<file path="config.mk">
export PLATFORM = sky130hd
export DESIGN_NAME = priority_encoder_seq_flat
export DESIGN_NICKNAME = d
export VERILOG_FILES = /design/src/rtl/priority_encoder_seq_if.sv /design/src/rtl/priority_encoder_seq.sv /design/src/flat_wrapper.sv
export SDC_FILE = /design/constraint.sdc
export NUM_CORES = 1
export LEC_CHECK = 0
export ABC_AREA = 1
export ABC_CLOCK_PERIOD_IN_PS = 2430
export CAP_MARGIN = 40
export CELL_PAD_IN_SITES_DETAIL_PLACEMENT = 0
export CELL_PAD_IN_SITES_GLOBAL_PLACEMENT = 1
export CORE_MARGIN = 1
export CORE_UTILIZATION = 44
export CTS_BUF_LIST = sky130_fd_sc_hd__clkbuf_16
export DETAILED_ROUTE_END_ITERATION = 8
export DONT_BUFFER_PORTS = 1
export PLACE_DENSITY = 0.91
export SLEW_MARGIN = 5
export SYNTH_ARGS = -nofsm -noshare
export SYNTH_HDL_FRONTEND = slang
export SYNTH_SLANG_ARGS = --single-unit
</file>
<file path="constraint.sdc">
create_clock -name clk -period 2.43 [get_ports clk]
set_input_delay 0.486 -clock clk [delete_from_list [all_inputs] [get_ports clk]]
set_output_delay 0.486 -clock clk [all_outputs]
set_load 0.01 [all_outputs]
</file>
<file path="src/rtl/priority_encoder_seq_if.sv">
// ---------------------------------------------------------------------------
// priority_encoder_seq_if
// Bundles the request-side and beat-side handshakes of priority_encoder_seq.
//   in_valid/in_ready/in_req   : 8-bit request vector, valid/ready handshake
//   out_valid/out_ready        : one beat per set bit, valid/ready handshake
//   out_idx/out_last           : index being emitted, final-beat flag
//   empty_pulse                : one-cycle flag for an accepted all-zero vector
// master: the environment (drives requests, consumes beats)
// slave : the encoder itself
// ---------------------------------------------------------------------------
interface priority_encoder_seq_if;
  logic       in_valid;
  logic       in_ready;
  logic [7:0] in_req;
  logic       out_valid;
  logic       out_ready;
  logic [2:0] out_idx;
  logic       out_last;
  logic       empty_pulse;

  modport master (
    output in_valid, in_req, out_ready,
    input  in_ready, out_valid, out_idx, out_last, empty_pulse
  );

  modport slave (
    input  in_valid, in_req, out_ready,
    output in_ready, out_valid, out_idx, out_last, empty_pulse
  );
endinterface

</file>
<file path="src/rtl/priority_encoder_seq.sv">
// ---------------------------------------------------------------------------
// priority_encoder_seq
// Captures an 8-bit request vector and emits the index of every set bit as a
// sequence of valid/ready beats, lowest index first (MSB_FIRST=0) or highest
// index first (MSB_FIRST=1). An all-zero vector produces no beats, only a
// one-cycle empty_pulse.
// Ports:
//   clk     : clock, all state updates on the rising edge
//   rst     : asynchronous active-high reset
//   bus_if  : priority_encoder_seq_if.slave (request and beat handshakes)
// ---------------------------------------------------------------------------
module priority_encoder_seq #(
  parameter bit MSB_FIRST = 1'b0
) (
  input  logic                  clk,
  input  logic                  rst,
  priority_encoder_seq_if.slave bus_if
);

  typedef enum logic {
    IDLE = 1'b0,
    EMIT = 1'b1
  } state_t;

  state_t     state_q, state_d;
  logic [7:0] pend_q, pend_d;
  logic       empty_q, empty_d;

  logic [2:0] sel_idx;
  logic       sel_last;

  // Index selection: later assignments win, so scanning from the far end
  // toward the preferred end leaves the preferred set bit in sel_idx.
  always_comb begin
    sel_idx = 3'd0;
    for (int i = 0; i < 8; i++) begin
      if (MSB_FIRST) begin
        if (pend_q[i]) sel_idx = 3'(i);
      end else begin
        if (pend_q[7-i]) sel_idx = 3'(7 - i);
      end
    end
  end

  // Exactly one bit set: non-zero and clearing the lowest set bit leaves zero.
  assign sel_last = (pend_q != 8'd0) && ((pend_q & (pend_q - 8'd1)) == 8'd0);

  // Next-state and output logic.
  always_comb begin
    state_d          = state_q;
    pend_d           = pend_q;
    empty_d          = 1'b0;
    bus_if.in_ready  = 1'b0;
    bus_if.out_valid = 1'b0;
    bus_if.out_idx   = 3'd0;
    bus_if.out_last  = 1'b0;

    case (state_q)
      IDLE: begin
        bus_if.in_ready = 1'b1;
        if (bus_if.in_valid) begin
          if (bus_if.in_req != 8'd0) begin
            pend_d  = bus_if.in_req;
            state_d = EMIT;
          end else begin
            empty_d = 1'b1;
          end
        end
      end
      EMIT: begin
        bus_if.out_valid = 1'b1;
        bus_if.out_idx   = sel_idx;
        bus_if.out_last  = sel_last;
        if (bus_if.out_ready) begin
          pend_d = pend_q & ~(8'd1 << sel_idx);
          if (sel_last) state_d = IDLE;
        end
      end
      default: begin
        state_d = IDLE;
        pend_d  = 8'd0;
      end
    endcase
  end

  always_ff @(posedge clk or posedge rst) begin
    if (rst) begin
      state_q <= IDLE;
      pend_q  <= 8'd0;
      empty_q <= 1'b0;
    end else begin
      state_q <= state_d;
      pend_q  <= pend_d;
      empty_q <= empty_d;
    end
  end

  assign bus_if.empty_pulse = empty_q;

endmodule

</file>
<file path="src/flat_wrapper.sv">
// flat-port wrapper written by rule: the top's interface ports become plain ports
module priority_encoder_seq_flat 
#(
  parameter bit MSB_FIRST = 1'b0
)
  (clk, rst, bus_if_in_valid, bus_if_in_req, bus_if_out_ready, bus_if_in_ready, bus_if_out_valid, bus_if_out_idx, bus_if_out_last, bus_if_empty_pulse);
  priority_encoder_seq_if bus_if_i ();
  input  logic clk;
  input  logic rst;
  input wire logic [$bits(bus_if_i.in_valid)-1:0] bus_if_in_valid;
  input wire logic [$bits(bus_if_i.in_req)-1:0] bus_if_in_req;
  input wire logic [$bits(bus_if_i.out_ready)-1:0] bus_if_out_ready;
  output wire logic [$bits(bus_if_i.in_ready)-1:0] bus_if_in_ready;
  output wire logic [$bits(bus_if_i.out_valid)-1:0] bus_if_out_valid;
  output wire logic [$bits(bus_if_i.out_idx)-1:0] bus_if_out_idx;
  output wire logic [$bits(bus_if_i.out_last)-1:0] bus_if_out_last;
  output wire logic [$bits(bus_if_i.empty_pulse)-1:0] bus_if_empty_pulse;
  assign bus_if_i.in_valid = bus_if_in_valid;
  assign bus_if_i.in_req = bus_if_in_req;
  assign bus_if_i.out_ready = bus_if_out_ready;
  assign bus_if_in_ready = bus_if_i.in_ready;
  assign bus_if_out_valid = bus_if_i.out_valid;
  assign bus_if_out_idx = bus_if_i.out_idx;
  assign bus_if_out_last = bus_if_i.out_last;
  assign bus_if_empty_pulse = bus_if_i.empty_pulse;
  priority_encoder_seq #(.MSB_FIRST(MSB_FIRST)) u_core (.clk(clk), .rst(rst), .bus_if(bus_if_i));
endmodule
</file>
======== Word level (Yosys, flattened, before mapping) ========
Cells that the tools add are included.
word-level totals
  register bits ........................... 10
  output and inout bits ................... 7
  logic and storage cells ................. 41
operators by class
  add/sub/neg operators ................... 1
  equal/unequal tests ..................... 3
  shift-type cells ........................ 1
  muxes and demuxes ....................... 24
  bitwise logic cells ..................... 4
  reduce and logical (&&, ||, !) cells .... 5
operators with widths
  operator             count
  $mux 3               9
  $mux 8               3
  $and 8x8->8          2
  $pmux 8 s2           1
  $reduce_bool 8->1    2
  $mux 1               10
  $logic_not 8->1      1
  $not 8->8            1
  $shl 1x3->8 const A  1
  $sub 8x1->8 const B  1
  $ne 2x2->1 const B   2
  $reduce_and 3->1     1
  $ne 2x1->1 const B   1
  $pmux 1 s2           1
  $logic_and 1x1->1    1
  $not 1->1            1

======== Depth between registers and ports, before layout ========
Gate-level depths: netlist of the first run.
  word-level depth ........................ 13
  gate-level depth with buffers ........... 9
  mapped depth without buffers ............ 8

======== Least setup slack after synthesis of the first run ========
No wires, ideal clock.
  kind .................................... reg-to-output
  from .................................... register u_core.pend_q[0]
  to ...................................... output port bus_if_out_last
  data arrival time ....................... 1.146 ns
  slack ................................... 0.798 ns
  cell stages (with the launch flop) ...... 6
  buffers on the path ..................... 0
  path through ............................ dfrtp_1 nor2_2 nand3_1 a21oi_1 nand3_1 nor2_1
on the way
  longest elaborated chain between the ends .. 5
  elaborated cells between the ends (all ways) .. 6
  classes of those cells .................. 1 x add/sub; 1 x mux; 1 x bitwise; 3 x reduce/logical
ends and longest elaborated chain
  element                 RTL line                    source
  start, declared         priority_encoder_seq.sv:26  logic [7:0] pend_q, pend_d;
  start signal, assigned  priority_encoder_seq.sv:93  pend_q <= pend_d;
  $sub 8x1->8             priority_encoder_seq.sv:46  assign sel_last = (pend_q != 8'd0) && ((pend_q & (pend_q - 8'd1)) == 8'd0);
  $and 8x8->8             priority_encoder_seq.sv:46
  $logic_not 8->1         priority_encoder_seq.sv:46
  $logic_and 1x1->1 (*)   priority_encoder_seq.sv:46
  $mux 1 (*)              priority_encoder_seq.sv:58  case (state_q)
  end, declared           flat_wrapper.sv:16          output wire logic [$bits(bus_if_i.out_last)-1:0] bus_if_out_last;
Mark *: on every way between the ends. The rest lies on a longest branch, timed or not.

======== Worst setup path in the final report of the first run ========
  from .................................... register u_core.pend_q[2]
  to ...................................... output port bus_if_out_last
The elaborated chain is that of the path after synthesis.

==> qor.csv, run 1 <==
stage,metric,value,unit
status,status,"finished, final reports clean",
critical_path,end_kind,output port,
placed_design,dpl_cell_area,714,sq um
finish,final_cell_mix,"nand2_1 (30), nor2_1 (13), dfrtp_1 (10), inv_1 (9), nand3_1 (9)",
clock_network,htree_levels,1,
timing,setup_slack,0.368,ns
global_route,grtUsageMet3,0.0431,
global_route,met2_usage,0.342,
clock_network,clock_latency,0.24,ns
timing,tns,0,ns
clock_network,cts_tree,done,
die,core,1510,sq um
finish,drive_gt1_frac,0.181,
timing,setup_viol,0,
global_route,grt.total_usage,0.229,
critical_path,crit_fanout,5,
global_route,grt_start_max_net_pins,18,
pwr,swShare,0.478,
finish,multi_input_area,403,sq um
clock_network,cts_buffers,3,
clock_network,cts_max_path_buffers,2,
die,ioPinCount,19,
timing,timing.final.hold_violations,0,
detailed_routing,drtPass1Iterations,4,
pwr,pwr-share-clk,0.245,
timing,tightestPinTransition,0.404,ns
yosys,synth-seq-area-share,0.352,
pwr,p_sw,0.000588,W
critical_path,path_class,register to output port,
die,die_h,42.2,microns
critical_path,required,1.94,ns
pwr,p_per_area,1550,nW/um^2
clock_network,cts.sinks,10,
placed_design,dp_slack,0.649,ns
clock_network,cts_root_buf,clkbuf_16,
global_route,grt_pass1_vias,639,
die,fp.dieW,42.2,microns
detailed_routing,drtIter0Drc,13,
pwr,p_int,0.000642,W
detailed_routing,route.detailed.drc,0,
yosys,syn_avg_cell_area,6.90,sq um
critical_path,crit_end,bus_if_out_last,
detailed_routing,drt-total-wl,1780,microns
timing,fin_crit,2.06,ns
yosys,yosysUniqueCellTypes,20,
worst_hold_path,hold_path.class,primary input to async pin,
timing,fmax,0.485,GHz
timing,rsz0062_at_grt,false,
critical_path,slowest_stage,dfrtp_1,
detailed_routing,wl_per_cell,14.7,microns
timing,finClkSkew,0.00163,ns
global_route,antenna_found_initial,0,
finish,num-nets-final,118,
critical_path,rrSetupSlack,0.77,ns
finish,final.fill_count,159,
die,row_count,14,
finish,final_area,793,sq um
yosys,synth_cells,103,
finish,register_area,250,sq um
critical_path,cp-startpoint,u_core.pend_q[2],
timing,relSlewSlack,0.730,
yosys,yosysWarnings,0,
yosys,synth_nets,115,
pwr,leakage,0.380,nW
timing,maxSlewViolCount,0,
finish,syn_to_final_growth,11.6,%
global_route,overflow,0,
pwr,p_comb_frac,0.502,
yosys,ys_ff_latch,10,
yosys,synth_area,711,sq um
critical_path,critPathArrivalTime,1.58,ns
detailed_routing,dr_total_vias,690,
placed_design,port-buffer-count,0,
finish,antennaDiodeCount,0,
critical_path,cpPeakStageDelay,0.39,ns
critical_path,r2r-start,u_core.state_q,
placed_design,finalWeightedCongestion,0.856,
critical_path,cp-start-kind,register,
die,start_util,0.472,
global_route,grt_pass1_wl,2990,microns
critical_path,critical_path.cell_chain,nor2_1 > nand3_1 > a21oi_1 > nand3_1 > nor2_1,
pwr,share_seq_of_total_power,0.253,
run,maxCapViolations,0,
detailed_routing,antenna_left,0,
clock_network,path_clk_slew,0.04,ns
clock_network,cts_setup_buffers,0,
detailed_routing,viasPerCell,5.70,
global_route,use_met1,0.304,
clock_network,post_cts_resized,0,
pwr,vdd_ir_drop_max,0.626,mV
die,die_area,1780,sq um
critical_path,worst_r2r_path_depth,7,
finish,mostFrequentLayoutCell,nand2_1,
global_route,grt-busiest-layer,met2,
critical_path,rr_endpoint,u_core.pend_q[3],
clock_network,hold_buffers,0,
timing,fin_crit_sh,0.848,
placed_design,dpl.hpwl,1290,microns
kinds of logic (layout without fill, tap and decap cells):
kind of cell / after synthesis / count (layout) / synth area share
flip-flops: 10 / 10 / 0.352
buffers and inverters: 13 / 15 / 0.0810
AO/OA/AOI/OAI: 20 / 20 / 0.194
AND/OR/NAND/NOR: 60 / 60 / 0.373
how the worst min path moves through the flow:
| stage | to | depth (start not counted) | slack, ns | startpoint |
|---|---|---|---|---|
| floorplan | u_core.bus_if.empty_pulse | 1 | 0.33 | rst |
| global placement | u_core.pend_q[7] | 1 | 0.39 | rst |
| detailed placement | u_core.pend_q[5] | 1 | 0.39 | rst |
| CTS | u_core.bus_if.empty_pulse | 1 | 0.13 | rst |
| global route | u_core.bus_if.empty_pulse | 1 | 0.15 | rst |
| finish | u_core.bus_if.empty_pulse | 1 | 0.12 | rst |
registers in the layout, summed over array words and instances (netlist names):
name,cells
u_core.pend_q,8
u_core.bus_if.empty_pulse,1
u_core.state_q,1
synth_stat cells:
library cell / instances / share of area
nor3_1: 1 / 0.0070
o31ai_1: 2 / 0.021
o21ai_2: 7 / 0.086
a21oi_2: 1 / 0.012
nor2_2: 2 / 0.018
dfrtp_1: 10 / 0.35
nor2_1: 13 / 0.069
nand2_2: 2 / 0.018
inv_1: 9 / 0.048
inv_2: 2 / 0.011
nand3_1: 9 / 0.063
buf_2: 1 / 0.0070
nand2_4: 1 / 0.016
buf_6: 1 / 0.016
o211ai_1: 1 / 0.011
a21oi_1: 4 / 0.028
nand4_1: 1 / 0.0088
o21ai_0: 5 / 0.035
nand2_1: 30 / 0.16
nor2_4: 1 / 0.016
worst max-delay path, delay by kind of cell (launching register included):
| family | cells | cell delay, ns |
|---|---|---|
| simple gates | 4 | 0.72 |
| compound gates | 1 | 0.22 |
| flops | 1 | 0.39 |
metrics by stage:
stage,hold WS (ns),instances,power (W),utilization
global route,0.155,121,0.00134,0.527
global placement,0.387,117,0.000913,0.474
finish,0.118,121,0.00123,0.527
floorplan,0.326,103,0.000827,-
CTS,0.135,121,0.00123,0.527
detailed placement,0.387,117,0.000925,0.474
power groups by stage:
stage          logic (W)  registers (W)  clock network [W]
4_1_cts         0.000618       0.000310           0.000302
6_report        0.000617       0.000311           0.000301
3_5_place_dp    0.000613       0.000312                  0
5_1_grt         0.000704       0.000320           0.000314
3_3_place_gp    0.000604       0.000309                  0
2_1_floorplan   0.000536       0.000292                  0
per-layer routing:
| layer | routed length, microns | part of all wire |
|---|---|---|
| met1 | 826 | 0.46 |
| met2 | 820 | 0.46 |
| met3 | 68 | 0.038 |
| met4 | 65 | 0.037 |
| met5 | 0 | 0 |
layout make-up:
cell class,instances,area share
multi-input combinational,80,0.508
sequential,10,0.315
clock buffer,3,0.0946
inverter,11,0.0521
tap,16,0.0252
clock inverter,1,0.00473
Power figures use the tool's default switching activity.
==> run 2: changes to the inputs <==
- ABC_CLOCK_PERIOD_IN_PS: 2430 -> 2200
- CORE_UTILIZATION: 44 -> 41
- PLACE_DENSITY: 0.91 -> 0.86
- clock period: 2.43 -> 2.2 ns (I/O delays scaled with it)
==> run 2 against run 1 <==
Critical path depth stayed put. Hold slack lost 0.041 ns. Combinational power is 9.4% higher. Sequential share of layout area up 0.15 points. Final cell count shrank 0.83%. Clock skew about the same. Utilization decreased by 2.0 points. Register-to-register slack got worse by 0.21 ns. Global-route usage shrank 3.8 points. Non-clock buffer count did not move. Final area decreased by 0.47%.
==> qor.csv, run 2 (same netlist as run 1, synthesis figures left out) <==
stage,metric,value,unit,change
die,fp.dieW,43.6,microns,+3.4%
die,die_area,1900,sq um,+7.0%
critical_path,path_depth,5,,unchanged
detailed_routing,viasPerCell,5.52,,-3.3%
timing,tns,0,ns,unchanged
critical_path,path_class,register to output port,,
clock_network,cts.sinks,10,,unchanged
timing,tightestPinTransition,0.397,ns,-0.00713 ns
finish,drive_gt1_frac,0.183,,+0.00174
die,die_h,43.6,microns,+3.4%
critical_path,critPathArrivalTime,1.51,ns,-0.07 ns
pwr,vdd_ir_drop_max,0.678,mV,+8.4%
critical_path,slowest_stage,dfrtp_1,,
timing,relSlewSlack,0.735,,+0.00476
finish,mostFrequentLayoutCell,nand2_1,,
detailed_routing,dr_total_vias,662,,-4.1%
timing,setup_viol,0,,unchanged
finish,syn_to_final_growth,11.1,%,
detailed_routing,drt-total-wl,1560,microns,-12%
clock_network,cts_tree,done,,
worst_hold_path,hold_path.class,primary input to async pin,,
finish,final.fill_count,154,,-3.1%
timing,finClkSkew,0.00119,ns,-0.000441 ns
critical_path,rr_endpoint,u_core.pend_q[5],,
finish,largest_reg_flops,8,,unchanged
critical_path,cp-start-kind,register,,
die,ioPinCount,19,,unchanged
timing,setup_slack,0.249,ns,-0.119 ns
run,maxCapViolations,0,,unchanged
pwr,p_per_area,1690,nW/um^2,+8.8%
timing,rsz0062_at_grt,false,,
placed_design,finalWeightedCongestion,0.878,,+2.7%
clock_network,cts_buffers,3,,unchanged
critical_path,required,1.76,ns,-0.18 ns
critical_path,critical_path.cell_chain,nor2_1 > nand3_1 > a21oi_1 > nand3_1 > nor2_1,,
global_route,grt_start_max_net_pins,18,,unchanged
critical_path,cp.buffers_inverters,0,,unchanged
global_route,overflow,0,,unchanged
placed_design,port-buffer-count,0,,unchanged
critical_path,cpPeakStageDelay,0.39,ns,about the same
timing,fin_crit,1.95,ns,
timing,fin_crit_sh,0.887,,
clock_network,cts_root_buf,clkbuf_16,,
critical_path,cp-startpoint,u_core.pend_q[2],,
global_route,grt_pass1_wl,2640,microns,-12%
finish,antennaDiodeCount,0,,unchanged
critical_path,worst_r2r_path_depth,7,,unchanged
pwr,leakage,0.378,nW,-0.41%
global_route,grt.total_usage,0.191,,-0.0381
timing,maxSlewViolCount,0,,unchanged
clock_network,cts_setup_buffers,0,,unchanged
timing,fmax,0.513,GHz,
die,start_util,0.456,,-0.0159
status,status,"finished, final reports clean",,
die,row_count,14,,unchanged
global_route,grt_pass1_vias,664,,+3.9%
clock_network,clock_latency,0.23,ns,about the same
detailed_routing,antenna_left,0,,unchanged
critical_path,crit_fanout,5,,unchanged
critical_path,rrSetupSlack,0.56,ns,-0.21 ns
finish,num-nets-final,118,,unchanged
placed_design,dpl_cell_area,714,sq um,unchanged
clock_network,cts_max_path_buffers,2,,unchanged
finish,regMostFlops,u_core.pend_q,,
critical_path,crit_family,simple AND/OR/NAND/NOR gates,,
critical_path,r2r-start,u_core.state_q,,
clock_network,hold_buffers,0,,unchanged
placed_design,dpl.hpwl,1230,microns,-4.3%
placed_design,dp_slack,0.482,ns,-0.167 ns
detailed_routing,drtIter0Drc,30,,+17
detailed_routing,wl_per_cell,13.0,microns,-11%
clock_network,htree_levels,1,,unchanged
global_route,antenna_found_initial,0,,unchanged
critical_path,crit_end,bus_if_out_last,,
timing,timing.final.hold_violations,0,,unchanged
clock_network,path_clk_slew,0.04,ns,about the same
clock_network,post_cts_resized,0,,unchanged
detailed_routing,route.detailed.drc,0,,unchanged
critical_path,end_kind,output port,,
detailed_routing,drtPass1Iterations,4,,unchanged
die,core,1560,sq um,+3.5%
finish,final_cell_mix,"nand2_1 (30), nor2_1 (13), dfrtp_1 (10), inv_1 (9), nand3_1 (9)",,
finish,final_area,790,sq um,-0.47%
## run 2: cell types whose count changed in the layout (fill, tap and decap cells not counted)
cell | previous run | this run
clkinv_1 | 1 | 0
## run 2: per-stage QoR
step	utilization	total power, W	hold slack [ns]	std cells
after global routing	0.506	0.00146	0.114	120
after floorplan	-	0.000914	0.280	103
after CTS	0.506	0.00134	0.0885	120
after global placement	0.458	0.00101	0.338	117
after detailed placement	0.458	0.00102	0.342	117
final	0.506	0.00133	0.0773	120
## run 2: worst register-to-register path, cell delays in order (launching register included)
cell and delay [ns]:
dfrtp_1 0.48, inv_2 0.31, nand2_4 0.09, nor2_4 0.15
a21oi_2 0.06, inv_2 0.28, nand2_1 0.13, o21ai_2 0.07
## run 2: where the power goes
group | internal (W) | switching, W | leakage, nW
Sequential | 0.000255 | 0.0000878 | 0.129
Combinational | 0.000215 | 0.000460 | 0.212
Clock | 0.000235 | 0.0000790 | 0.0370
Total | 0.000705 | 0.000626 | 0.378
## run 2: worst min path at each step
stage | from | to | slack, ns | depth (start not counted)
global route | rst | u_core.pend_q[3] | 0.11 | 1
detailed placement | rst | u_core.pend_q[3] | 0.34 | 1
CTS | rst | u_core.pend_q[3] | 0.09 | 1
global placement | rst | u_core.pend_q[3] | 0.34 | 1
floorplan | rst | u_core.bus_if.empty_pulse | 0.28 | 1
finish | rst | u_core.bus_if.empty_pulse | 0.08 | 1
## run 2: routing by layer
metal  track usage  up-vias  part of all wire
met4        0.0688        0             0.014
met5             0        -                 0
met1         0.232      297              0.45
met3        0.0750        4             0.071
li1              -      334                 -
met2         0.304       27              0.46
## run 2: layout make-up
| class | instances | area [sq um] | share of cell area |
|---|---|---|---|
| multi-input cells | 80 | 403 | 0.510 |
| flip-flops and latches | 10 | 250 | 0.317 |
| clock buffers | 3 | 75.1 | 0.0951 |
| inverters | 11 | 41.3 | 0.0523 |
| well taps | 16 | 20.0 | 0.0254 |
